==> src/rtl/seq_window_gen_if.sv <==
// Control, window-configuration and status bundle for seq_window_gen.
// The master side drives control and configuration; the slave side returns counter status.
interface seq_window_gen_if #(
  parameter int CNT_W = 4,
  parameter int NCH   = 8
);
  localparam int CH_W = (NCH > 1) ? $clog2(NCH) : 1;

  logic             en;
  logic             mode_oneshot;
  logic             start;
  logic [CNT_W-1:0] period;
  logic             cfg_we;
  logic [CH_W-1:0]  cfg_ch;
  logic [CNT_W-1:0] cfg_lo;
  logic [CNT_W-1:0] cfg_hi;
  logic [CNT_W-1:0] count;
  logic [NCH-1:0]   ch_out;
  logic [NCH-1:0]   ch_rise;
  logic             wrap;
  logic             busy;
  logic             done;

  modport master (
    output en, mode_oneshot, start, period, cfg_we, cfg_ch, cfg_lo, cfg_hi,
    input  count, ch_out, ch_rise, wrap, busy, done
  );

  modport slave (
    input  en, mode_oneshot, start, period, cfg_we, cfg_ch, cfg_lo, cfg_hi,
    output count, ch_out, ch_rise, wrap, busy, done
  );
endinterface

==> src/rtl/seq_window_gen.sv <==
// Sequence counter with free-running / one-shot modes and NCH programmable
// [lo, hi) count windows decoded combinationally from the running count.
module seq_window_gen #(
  parameter int CNT_W = 4,
  parameter int NCH   = 8
) (
  input  logic             clk,
  input  logic             rst,
  seq_window_gen_if.slave  bus
);
  typedef enum logic [1:0] {IDLE, RUN, DONE} state_t;

  state_t           state_q, state_d;
  logic [CNT_W-1:0] count_q, count_d;
  logic             mode_q, mode_d;
  logic [CNT_W-1:0] lo_q [NCH];
  logic [CNT_W-1:0] hi_q [NCH];
  logic [CNT_W-1:0] lo_d [NCH];
  logic [CNT_W-1:0] hi_d [NCH];
  logic             at_end;

  // Reload on >= so a period lowered below the current count still wraps at once.
  assign at_end = (count_q >= bus.period);

  always_comb begin
    state_d = state_q;
    count_d = count_q;
    mode_d  = mode_q;
    if (!bus.en) begin
      state_d = IDLE;
      count_d = '0;
    end else begin
      unique case (state_q)
        IDLE: begin
          count_d = '0;
          if (!bus.mode_oneshot || bus.start) begin
            state_d = RUN;
            mode_d  = bus.mode_oneshot;
          end
        end
        RUN: begin
          if (at_end) begin
            count_d = '0;
            if (mode_q) state_d = DONE;
          end else begin
            count_d = count_q + 1'b1;
          end
        end
        DONE: begin
          state_d = IDLE;
          count_d = '0;
        end
        default: begin
          state_d = IDLE;
          count_d = '0;
        end
      endcase
    end
  end

  always_comb begin
    lo_d = lo_q;
    hi_d = hi_q;
    if (bus.cfg_we && (32'(bus.cfg_ch) < NCH)) begin
      lo_d[bus.cfg_ch] = bus.cfg_lo;
      hi_d[bus.cfg_ch] = bus.cfg_hi;
    end
  end

  always_ff @(posedge clk or posedge rst) begin
    if (rst) begin
      state_q <= IDLE;
      count_q <= '0;
      mode_q  <= 1'b0;
      for (int i = 0; i < NCH; i++) begin
        lo_q[i] <= '0;
        hi_q[i] <= '0;
      end
    end else begin
      state_q <= state_d;
      count_q <= count_d;
      mode_q  <= mode_d;
      lo_q    <= lo_d;
      hi_q    <= hi_d;
    end
  end

  // Window decode; an empty window (lo >= hi) can never satisfy lo <= count < hi.
  always_comb begin
    bus.ch_out  = '0;
    bus.ch_rise = '0;
    for (int i = 0; i < NCH; i++) begin
      bus.ch_out[i]  = bus.busy && (lo_q[i] <= count_q) && (count_q < hi_q[i]);
      bus.ch_rise[i] = bus.busy && (count_q == lo_q[i]) && (lo_q[i] < hi_q[i]);
    end
  end

  assign bus.count = count_q;
  assign bus.busy  = (state_q == RUN);
  assign bus.done  = (state_q == DONE);
  assign bus.wrap  = bus.busy && at_end;
endmodule
==> src/flat_wrapper.sv <==
// flat-port wrapper written by rule: the top's interface ports become plain ports
module seq_window_gen_flat 
#(
  parameter int CNT_W = 4,
  parameter int NCH   = 8
)
  (clk, rst, bus_en, bus_mode_oneshot, bus_start, bus_period, bus_cfg_we, bus_cfg_ch, bus_cfg_lo, bus_cfg_hi, bus_count, bus_ch_out, bus_ch_rise, bus_wrap, bus_busy, bus_done);
  seq_window_gen_if #(.CNT_W(CNT_W), .NCH(NCH)) bus_i ();
  input  logic clk;
  input  logic rst;
  input wire logic [$bits(bus_i.en)-1:0] bus_en;
  input wire logic [$bits(bus_i.mode_oneshot)-1:0] bus_mode_oneshot;
  input wire logic [$bits(bus_i.start)-1:0] bus_start;
  input wire logic [$bits(bus_i.period)-1:0] bus_period;
  input wire logic [$bits(bus_i.cfg_we)-1:0] bus_cfg_we;
  input wire logic [$bits(bus_i.cfg_ch)-1:0] bus_cfg_ch;
  input wire logic [$bits(bus_i.cfg_lo)-1:0] bus_cfg_lo;
  input wire logic [$bits(bus_i.cfg_hi)-1:0] bus_cfg_hi;
  output wire logic [$bits(bus_i.count)-1:0] bus_count;
  output wire logic [$bits(bus_i.ch_out)-1:0] bus_ch_out;
  output wire logic [$bits(bus_i.ch_rise)-1:0] bus_ch_rise;
  output wire logic [$bits(bus_i.wrap)-1:0] bus_wrap;
  output wire logic [$bits(bus_i.busy)-1:0] bus_busy;
  output wire logic [$bits(bus_i.done)-1:0] bus_done;
  assign bus_i.en = bus_en;
  assign bus_i.mode_oneshot = bus_mode_oneshot;
  assign bus_i.start = bus_start;
  assign bus_i.period = bus_period;
  assign bus_i.cfg_we = bus_cfg_we;
  assign bus_i.cfg_ch = bus_cfg_ch;
  assign bus_i.cfg_lo = bus_cfg_lo;
  assign bus_i.cfg_hi = bus_cfg_hi;
  assign bus_count = bus_i.count;
  assign bus_ch_out = bus_i.ch_out;
  assign bus_ch_rise = bus_i.ch_rise;
  assign bus_wrap = bus_i.wrap;
  assign bus_busy = bus_i.busy;
  assign bus_done = bus_i.done;
  seq_window_gen #(.CNT_W(CNT_W), .NCH(NCH)) u_core (.clk(clk), .rst(rst), .bus(bus_i));
endmodule
==> config.mk <==
export PLATFORM = sky130hd
export DESIGN_NAME = seq_window_gen_flat
export DESIGN_NICKNAME = d
export VERILOG_FILES = /design/src/rtl/seq_window_gen_if.sv /design/src/rtl/seq_window_gen.sv /design/src/flat_wrapper.sv
export SDC_FILE = /design/constraint.sdc
export NUM_CORES = 1
export LEC_CHECK = 0
export ABC_AREA = 1
export ABC_CLOCK_PERIOD_IN_PS = 3000
export CAP_MARGIN = 25
export CORE_MARGIN = 3
export CORE_UTILIZATION = 59
export DETAILED_ROUTE_END_ITERATION = 6
export PLACE_DENSITY = 0.89
export RECOVER_POWER = 100
export SLEW_MARGIN = 25
export SYNTH_ARGS = -nofsm -noshare
export SYNTH_HDL_FRONTEND = slang
export SYNTH_SLANG_ARGS = --single-unit
==> constraint.sdc <==
create_clock -name clk -period 3 [get_ports clk]
set_clock_uncertainty 0.2 [all_clocks]
set_input_delay 0.6 -clock clk [delete_from_list [all_inputs] [get_ports clk]]
set_output_delay 0.6 -clock clk [all_outputs]
set_load 0.01 [all_outputs]
* Yosys cells after proc, flatten, opt, wreduce, memory -nomap -nowiden
Cells that the tools add are included.
Storage, ports and cells: bits of input ports 21, flip-flop bits (word level) 71, word-level logic and storage cells 112, output and inout bits 23
Operators by class: add/subtract/negate cells 1, mux-type cells 12, reductions and logical operators 39, $lt $le $gt $ge 27, bitwise operators 1, equal/unequal tests 13
Operator list (number):
- $bwmux 32 | 2
- $lt 4x4->1 | 16
- $logic_and 1x1->1 | 34
- $eq 4x4->1 | 8
- $le 4x4->1 | 8
- $mux 4 | 4
- $demux 4 s3 | 1
- $mux 2 | 4
- $ne 3x3->1 const B | 2
- $reduce_and 3->1 | 2
- $add 4x1->4 const B | 1
- $ge 4x4->1 | 1
- $ge 4x4->1 const B | 1
- $lt 4x1->1 const B | 1
- $not 3->4 | 1
- $pmux 2 s2 | 1
- $ne 3x2->1 const B | 1
- $eq 2x1->1 const B | 1
- $eq 2x2->1 const B | 1
- $logic_not 2->1 | 1
- $logic_not 1->1 | 1
- $logic_or 1x1->1 | 1

* Depth between registers and ports, before layout
Gate-level depths: netlist (run 1).
word-level depth 6, depth in mapped cells 11, depth with buffers taken out 10

* Least setup slack after synthesis (run 1)
Ideal clock, no wire load.
kind register to output, start point register u_core.count_q[3] (netlist: u_core.bus.count[3]), end point output port bus_ch_out[3], arrival 1.620 ns, required time 2.200 ns, stages on the path, launching flop included 10, setup slack 0.580 ns, buffers on the path 0, cells stage by stage dfrtp_1 inv_1 ha_1 nand2_1 inv_1 nand2_1 nand3_1 nand2_1 nand2_1 nor2_1
On the way: longest elaborated chain between the ends 3, elaborated cells on any way between the ends 4
RTL lines:
- start, declared | RTL line seq_window_gen.sv:14 | logic [CNT_W-1:0] count_q, count_d;
- start signal, assigned | RTL line seq_window_gen.sv:81 | count_q <= count_d;
- $le 4x4->1 | RTL line seq_window_gen.sv:93 | bus.ch_out[i] = bus.busy && (lo_q[i] <= count_q) && (count_q < hi_q[i]);
- $logic_and 1x1->1 | RTL line seq_window_gen.sv:93
- $logic_and 1x1->1 * | RTL line seq_window_gen.sv:93
- end, declared | RTL line flat_wrapper.sv:20 | output wire logic [$bits(bus_i.ch_out)-1:0] bus_ch_out;
Every way passes the cells marked *; elsewhere a longest branch is shown, timed or not.

* Worst setup path after layout (run 1)
start point register u_core.count_q[3] (netlist: u_core.bus.count[3]), end point output port bus_wrap
On the way: longest elaborated chain between the ends 2
RTL lines:
- $ge 4x4->1 | RTL line seq_window_gen.sv:23 | assign at_end = (count_q >= bus.period);
- $logic_and 1x1->1 | RTL line seq_window_gen.sv:101 | assign bus.wrap = bus.busy && at_end;
- end, declared | RTL line flat_wrapper.sv:22 | output wire logic [$bits(bus_i.wrap)-1:0] bus_wrap;
Every way passes these cells.

==> summary.md, run 1 <==
| Metric | Value |
|---|---|
| Die W | 96.9 µm |
| DR vias | 4362 |
| Initial Utilization | 61.8% |
| Clk Latency, worst-skew pair | 0.34 ns |
| Final Max Tran Viols | 72 |
| Die ar. | 9380 µm² |
| Final Cycle Share | 97.3% |
| Worst-margin pin slew | 1.72 ns |
| Status | finished with violations |
| Yosys Warn Count | 0 |
| WL/cell | 15.5 µm |
| Non-filler cells, final | approximately 800 |
| Pre-antenna DRT Iters | 5 |
| Logic pwr share | a little over a third |
| CP max stage cell | dfrtp_1 |
| Cts-stage hold buffer count | 0 |
| Internal power | 2.02 mW |
| RD Place Congestion | 0.849 |
| CTS tree | yes |
| Remaining global-route overflow | 0 |
| Yosys reg bits | 71 |
| Clock period minus worst slack | around 3 ns |
| Nets@finish | between 700 and 800 |
| Fill count | approximately 560 |
| Pwr Total | 3.15 mW |
| Crit-path max FO | 11 |
| Vias in the first global route | 4399 |
| Routed wire length | 12.1 mm |
| H-tree levels | 3 |
| Io pins | 44 |
| Ant diodes | 0 |
| Post-synthesis sequential area ratio | 36.5% |
| Synth Cell Area | 4870 µm² |
| Initial antenna violation count | 0 |
| Delay-heaviest family, CP | buffers and inverters |
| Critical Path AT | approximately 2.1 ns |
| Critical path type | register to output pin |
| Net Sw Frac | 35.9% |
| Yosys cell types | 24 |
| Number of remaining DRC errors | 0 |
| Clk sink count | 71 |
| Max-slew headroom | -15.0% |
| Remaining antenna violation count after routing | 0 |
| Failing checks | max-capacitance violations, max-slew violations |
| Max_cap viols | 1 |
| Hold WS | 0.290 ns |
| Commonest non-fill, non-tap cell in the layout | nand2_1 |
| First-pass GRT wire length | 20.1 mm |
| Gr usage total | 26.6% |
| Dpl hpwl | 8.65 mm |
| I/O Buffers | 43 |
| Critical Path End Type | output pin |
| Peak VDD IR | 336 µV |
| Cell Chain, Critical Path | buf_4 > buf_4 > ha_1 > nand2_1 > inv_1 > nand2_1 > nand3_1 > nand2_1 > inv_1 > dlygate4sd2_1 |
| Slowest stage delay, CP | 0.41 ns |
| Hold Violations, Final | 0 |
| Hold Crit Class | register to register |
| CP dominant cell by count | nand2_1 |
| NetSw | 1.13 mW |
| Max clock buf depth | 2 |
| Fmax | 343 MHz |
| Final setup viols | 0 |
| Seq pwr share | 39.8% |
| # placed instances | ~760 |
| # rows | 32 |
| Clk slew on worst S/H paths | 0.07 ns |
| Fraction of layout cells with a size suffix above 1 | 6.37% |
| Nature of the critical path startpoint | register |
| DIE HEIGHT | about 97 µm |
| Pwr per Cell Area | 557 nW/µm² |
| Core area | 7890 µm² |
| CP bufs+invs | 5 |
| Vias per Instance | ~5.6 |
| Gate Count Post-Synth | 608 |
| Setup Slack @ Placement | -0.137 ns |
| Num CTS Buffers | 9 |
| Most frequent cells in the layout | 146 x nand2_1, 98 x inv_1, 84 x ha_1, 71 x dfrtp_1, 67 x o21ai_0 |
| Synthesized net count | 714 |
| Pin count of the biggest net entering global routing | 72 |
| Clk network pwr share | 24.4% |
| CTS Root Cell | clkbuf_8 |
| Required time worst endpoint | 2.20 ns |
| Initial DRC count | 250 |
| LEAKAGE | 3.08 nW |
| PnR worst setup slack | 0.0825 ns |
| Synthesis-to-finish area growth | 16.3% |
| Synth Area per Inst | 8.01 µm² |
-- state kept, by name, indices dropped and copies added (netlist names) --
signal            cells
u_core.lo_q          32
u_core.state_q        2
u_core.hi_q          32
u_core.mode_q         1
u_core.bus.count      4
-- Yosys cell counts (all sizes together) --
cell | count | area [µm²]
ha | 85 | 1060
clkinv | 1 | 3.75
dfrtp | 71 | 1780
xnor2 | 1 | 8.76
nor2 | 30 | 125
inv | 102 | 383
nor3 | 2 | 21.3
buf | 10 | 87.6
a21oi | 28 | 140
nand3 | 38 | 195
o21bai | 2 | 15.0
xor2 | 1 | 8.76
nand2 | 148 | 576
nand4 | 11 | 68.8
o21ai | 78 | 398
-- worst register-to-register path, cell delays in order, from the launching register on --
cell and delay [ns]:
dfrtp_1 0.41, buf_4 0.14, buf_4 0.20, ha_1 0.36, a21oi_2 0.17, clkbuf_4 0.15
nand4_1 0.17, nor2_1 0.14
-- metal layers --
| metal | wire, µm | up-vias | track usage [%] | share of wire, % |
|---|---|---|---|---|
| li1 | - | 2112 | - | - |
| met1 | 4860 | 2066 | 30.3 | 40 |
| met2 | 6140 | 144 | 47.5 | 51 |
| met3 | 594 | 40 | 4.04 | 4.9 |
| met4 | 490 | 0 | 14.3 | 4.1 |
| met5 | 0 | - | 0 | 0 |
-- power groups by stage --
stage / logic [mW] / registers (mW) / clock network [mW]
after global placement: 1.06 / 1.26 / 0
after detailed placement: 1.15 / 1.26 / 0
after global routing: 1.32 / 1.27 / 0.812
after floorplan: 0.798 / 1.24 / 0
after CTS: 1.14 / 1.25 / 0.772
final: 1.13 / 1.26 / 0.769
-- kinds of logic (layout without fill, tap and decap cells) --
| logic type | Yosys count | count (layout) | share of synthesized area (%) |
|---|---|---|---|
| flops | 71 | 71 | 36.5 |
| fa+ha+maj | 85 | 85 | 21.8 |
| xor+xnor | 2 | 2 | 0.360 |
| simple gates | 229 | 229 | 20.2 |
| compound gates | 108 | 108 | 11.4 |
| buf+inv | 113 | 180 | 9.74 |
-- what timing repair did --
action,4_1_cts,5_1_grt
pin swaps,0,1
setup buffers,4,1
gates resized for setup,19,3
endpoints found under the setup margin,16,4
-- final timing paths --
| kind | startpoint | cells after the start | slack (ns) | to |
|---|---|---|---|---|
| max | u_core.bus.count[3] | 10 | 0.08 | bus_wrap |
| min | u_core.hi_q[14] | 2 | 0.29 | u_core.hi_q[14] |
| max reg2reg | u_core.bus.count[3] | 7 | 0.99 | u_core.bus.count[3] |
| min reg2reg | u_core.hi_q[14] | 2 | 0.29 | u_core.hi_q[14] |
| max in group asynchronous | rst | 3 | 0.47 | u_core.hi_q[11] |
| min in group asynchronous | rst | 3 | 1.09 | u_core.hi_q[27] |
-- final cells by class --
cell class / count / area (µm²) / share of cell area (%)
repair buffers: 62 / 567 / 10.0
well taps: 102 / 128 / 2.25
multi-input cells: 424 / 2600 / 46.0
clock inverters: 4 / 45.0 / 0.795
flip-flops and latches: 71 / 1780 / 31.4
inverters: 103 / 394 / 6.96
clock buffers: 11 / 151 / 2.67
-- metrics by stage --
| step | instance area [µm²] | TNS (ns) | utilization [%] |
|---|---|---|---|
| floorplan | 4870 | 0 | - |
| global placement | 5460 | -0.0554 | 69.2 |
| detailed placement | 5460 | -0.137 | 69.2 |
| CTS | 5700 | 0 | 72.3 |
| global route | 5670 | -0.00881 | 71.8 |
| finish | 5670 | 0 | 71.8 |
No activity file was read; power rests on OpenSTA's default activity.
==> run 2, diff against run 1 <==
--- a/config.mk
+++ b/config.mk
@@ -8,7 +8,7 @@
 export ABC_AREA = 1
 export ABC_CLOCK_PERIOD_IN_PS = 3000
 export CAP_MARGIN = 25
-export CORE_MARGIN = 3
+export CORE_MARGIN = 5
 export CORE_UTILIZATION = 59
 export DETAILED_ROUTE_END_ITERATION = 6
 export PLACE_DENSITY = 0.89
==> run 2 against run 1 <==
The flow now finishes without violations; critical path depth did not move; sequential cell count unchanged; register-to-register slack worse by 0.09 ns; fmax increased by 0.44%; die area rose by 8.4%; first-iteration DRC count is the same; via count up 1.2%; critical path type is now input port to output pin; largest power group unchanged; highest routed layer unchanged.
==> summary.md, run 2 (same netlist as run 1, synthesis figures left out) <==
| Metric | Value |
|---|---|
| Status | complete, no violations |
| Die W | 101 µm (+4.1%) |
| CTS Root Cell | clkbuf_8 |
| Pwr per Cell Area | 586 nW/µm² (+5.3%) |
| Unrepaired setup endpoints after global routing | yes |
| Cell Chain, Critical Path | clkdlybuf4s50_1 > inv_1 > ha_1 > nand2_1 > nand2_1 > nand2_1 > nand3_1 > nand2_1 > inv_1 > clkbuf_2 |
| PnR worst setup slack | 0.0954 ns (+0.0129 ns) |
| CP bufs+invs | 4 (-1) |
| R2R setup slack | 0.90 ns (-0.09 ns) |
| Delay-heaviest family, CP | buffers and inverters |
| Number of remaining DRC errors | 0 (unchanged) |
| Io pins | 44 (unchanged) |
| RD Place Congestion | 0.874 (+3.0%) |
| Crit-path max FO | 2 (-9) |
| Remaining global-route overflow | 0 (unchanged) |
| Pin count of the biggest net entering global routing | 27 (-63%) |
| Fin util | 69.9% (-1.9 points) |
| Core area | 8130 µm² (+3.1%) |
| Peak VDD IR | 378 µV (+13%) |
| Hold Crit Depth | 2 (unchanged) |
| Hold path start | u_core.hi_q[15] |
| Initial DRC count | 250 (unchanged) |
| Seq pwr share | 37.9% (-1.9 points) |
| Reg2reg end | u_core.bus.count[3] |
| Vias in the first global route | 4549 (+3.4%) |
| Fraction of layout cells with a size suffix above 1 | 8.15% (+1.8 points) |
| DIE HEIGHT | 101 µm (+4.1%) |
| Final Max Tran Viols | 0 (-100%) |
| Worst-margin pin slew | 0.993 ns (-0.731 ns) |
| CP dominant cell by count | nand2_1 |
| Clk sink count | 71 (unchanged) |
| Die ar. | 10200 µm² (+8.4%) |
| Critical Path AT | 2.10 ns (-0.02 ns) |
| Hold Crit Class | register to register |
| Critical R2R Launch | u_core.bus.count[2] |
| Pre-antenna DRT Iters | 7 (+2) |
| Setup Slack @ Placement | -0.172 ns (-0.0343 ns) |
| First-pass GRT wire length | 21.5 mm (+7.2%) |
| DR vias | 4415 (+1.2%) |
| CTS tree | yes |
| Commonest non-fill, non-tap cell in the layout | nand2_1 |
| Ant diodes | 0 (unchanged) |
| Max-slew headroom | 33.4% (+48 points) |
| Dpl hpwl | 8.87 mm (+2.5%) |
| Critical path type | input port to output pin |
| H-tree levels | 3 (unchanged) |
| Num CTS Buffers | 9 (unchanged) |
| # placed instances | 758 (+0.13%) |
| Hold Violations, Final | 0 (unchanged) |
| Non-filler cells, final | 780 (+0.39%) |
| Cts-stage hold buffer count | 0 (unchanged) |
| Net Sw Frac | 35.8% (-0.095 points) |
| Hold WS | 0.290 ns (-0.000221 ns) |
| Max_cap viols | 0 (-1) |
| Final instance area | 5690 µm² (+0.42%) |
| Reg2Reg Depth | 8 (+1) |
| Hold EP | u_core.hi_q[15] |
| Nature of the critical path startpoint | input port |
| Critical Path End Type | output pin |
| Initial antenna violation count | 0 (unchanged) |
| Setup tns final | 0 ns (unchanged) |
| Clk network pwr share | 28.2% (+3.8 points) |
| Nets@finish | 776 (-0.13%) |
| Remaining antenna violation count after routing | 0 (unchanged) |
| Most frequent cells in the layout | 146 x nand2_1, 98 x inv_1, 82 x ha_1, 71 x dfrtp_1, 67 x o21ai_0 |
| Post-DP Area | 5440 µm² (-0.44%) |
| WP depth | 10 (unchanged) |
| Clk slew on worst S/H paths | 0.07 ns (about the same) |
| Internal power | 2.14 mW (+5.9%) |
| Final setup viols | 0 (unchanged) |
| Fmax | 344 MHz (+0.44%) |
| Clk Latency, worst-skew pair | 0.37 ns (+0.03 ns) |
| Max clock buf depth | 2 (unchanged) |
| Initial Utilization | 59.9% (-1.9 points) |
| Required time worst endpoint | 2.20 ns (about the same) |
| WL/cell | 16.9 µm (+8.5%) |
| I/O Buffers | 43 (unchanged) |
| Synthesis-to-finish area growth | 16.8% |
| CP max stage cell | clkdlybuf4s50_1 |
| # rows | 33 (+3.1%) |
| Slowest stage delay, CP | 0.48 ns (+0.07 ns) |
| NetSw | 1.20 mW (+5.5%) |
| Routed wire length | 13.2 mm (+8.9%) |
| Clock period minus worst slack | 2.90 ns (-0.0129 ns) |
| Logic pwr share | 33.9% (-1.9 points) |
| Final Cycle Share | 96.8% (-0.43 points) |
| Pwr Total | 3.34 mW (+5.8%) |
| Gr usage total | 27.4% (+0.88 points) |
| Vias per Instance | 5.66 (+0.83%) |
| LEAKAGE | 3.03 nW (-1.7%) |
run 2: power groups by stage:
stage          Sequential [mW]  Clock, mW  Combinational (mW)
3_5_place_dp              1.27          0                1.14
6_report                  1.27      0.941                1.13
3_3_place_gp              1.26          0                1.05
4_1_cts                   1.25      0.944                1.13
2_1_floorplan             1.24          0               0.798
5_1_grt                   1.28      0.994                1.31
run 2: tightest hold or removal path, cell delays in order (launching register included):
cell,delay (ns)
dfrtp_1,0.34
nand2_1,0.05
o21ai_0,0.06
run 2: metal layers:
layer / global-route usage [%] / part of all wire [%] / routed length [µm]
met5: 0 / 0 / 0
met3: 7.06 / 6.1 / 807
met2: 47.2 / 50 / 6610
met1: 30.5 / 39 / 5080
met4: 16.1 / 5.1 / 665
run 2: worst max-delay path by stage:
| stage | start | endpoint | slack [ns] |
|---|---|---|---|
| 6_report | bus_period[1] | bus_wrap | 0.1 |
| 5_1_grt | bus_period[1] | bus_wrap | -0.02 |
| 4_1_cts | bus_period[1] | bus_wrap | 0.03 |
| 3_5_place_dp | bus_period[1] | bus_wrap | -0.17 |
| 3_3_place_gp | bus_period[3] | bus_wrap | -0.08 |
| 2_1_floorplan | rst | u_core.bus.count[0] | 0.40 |
run 2: layout make-up:
cell class | instances | area [µm²]
flip-flops and latches | 71 | 1780
well taps | 105 | 131
clock buffers | 9 | 124
repair buffers | 61 | 509
clock inverters | 7 | 121
fillers | 579 | 2440
multi-input cells | 424 | 2630
inverters | 103 | 402
run 2: timing repair:
| action | CTS | global route |
|---|---|---|
| setup endpoints to repair | 17 | 10 |
| buffers inserted | 6 | 0 |
| pin swaps | 0 | 0 |
| gates cloned | 0 | 0 |
| gates resized for setup | 25 | 20 |
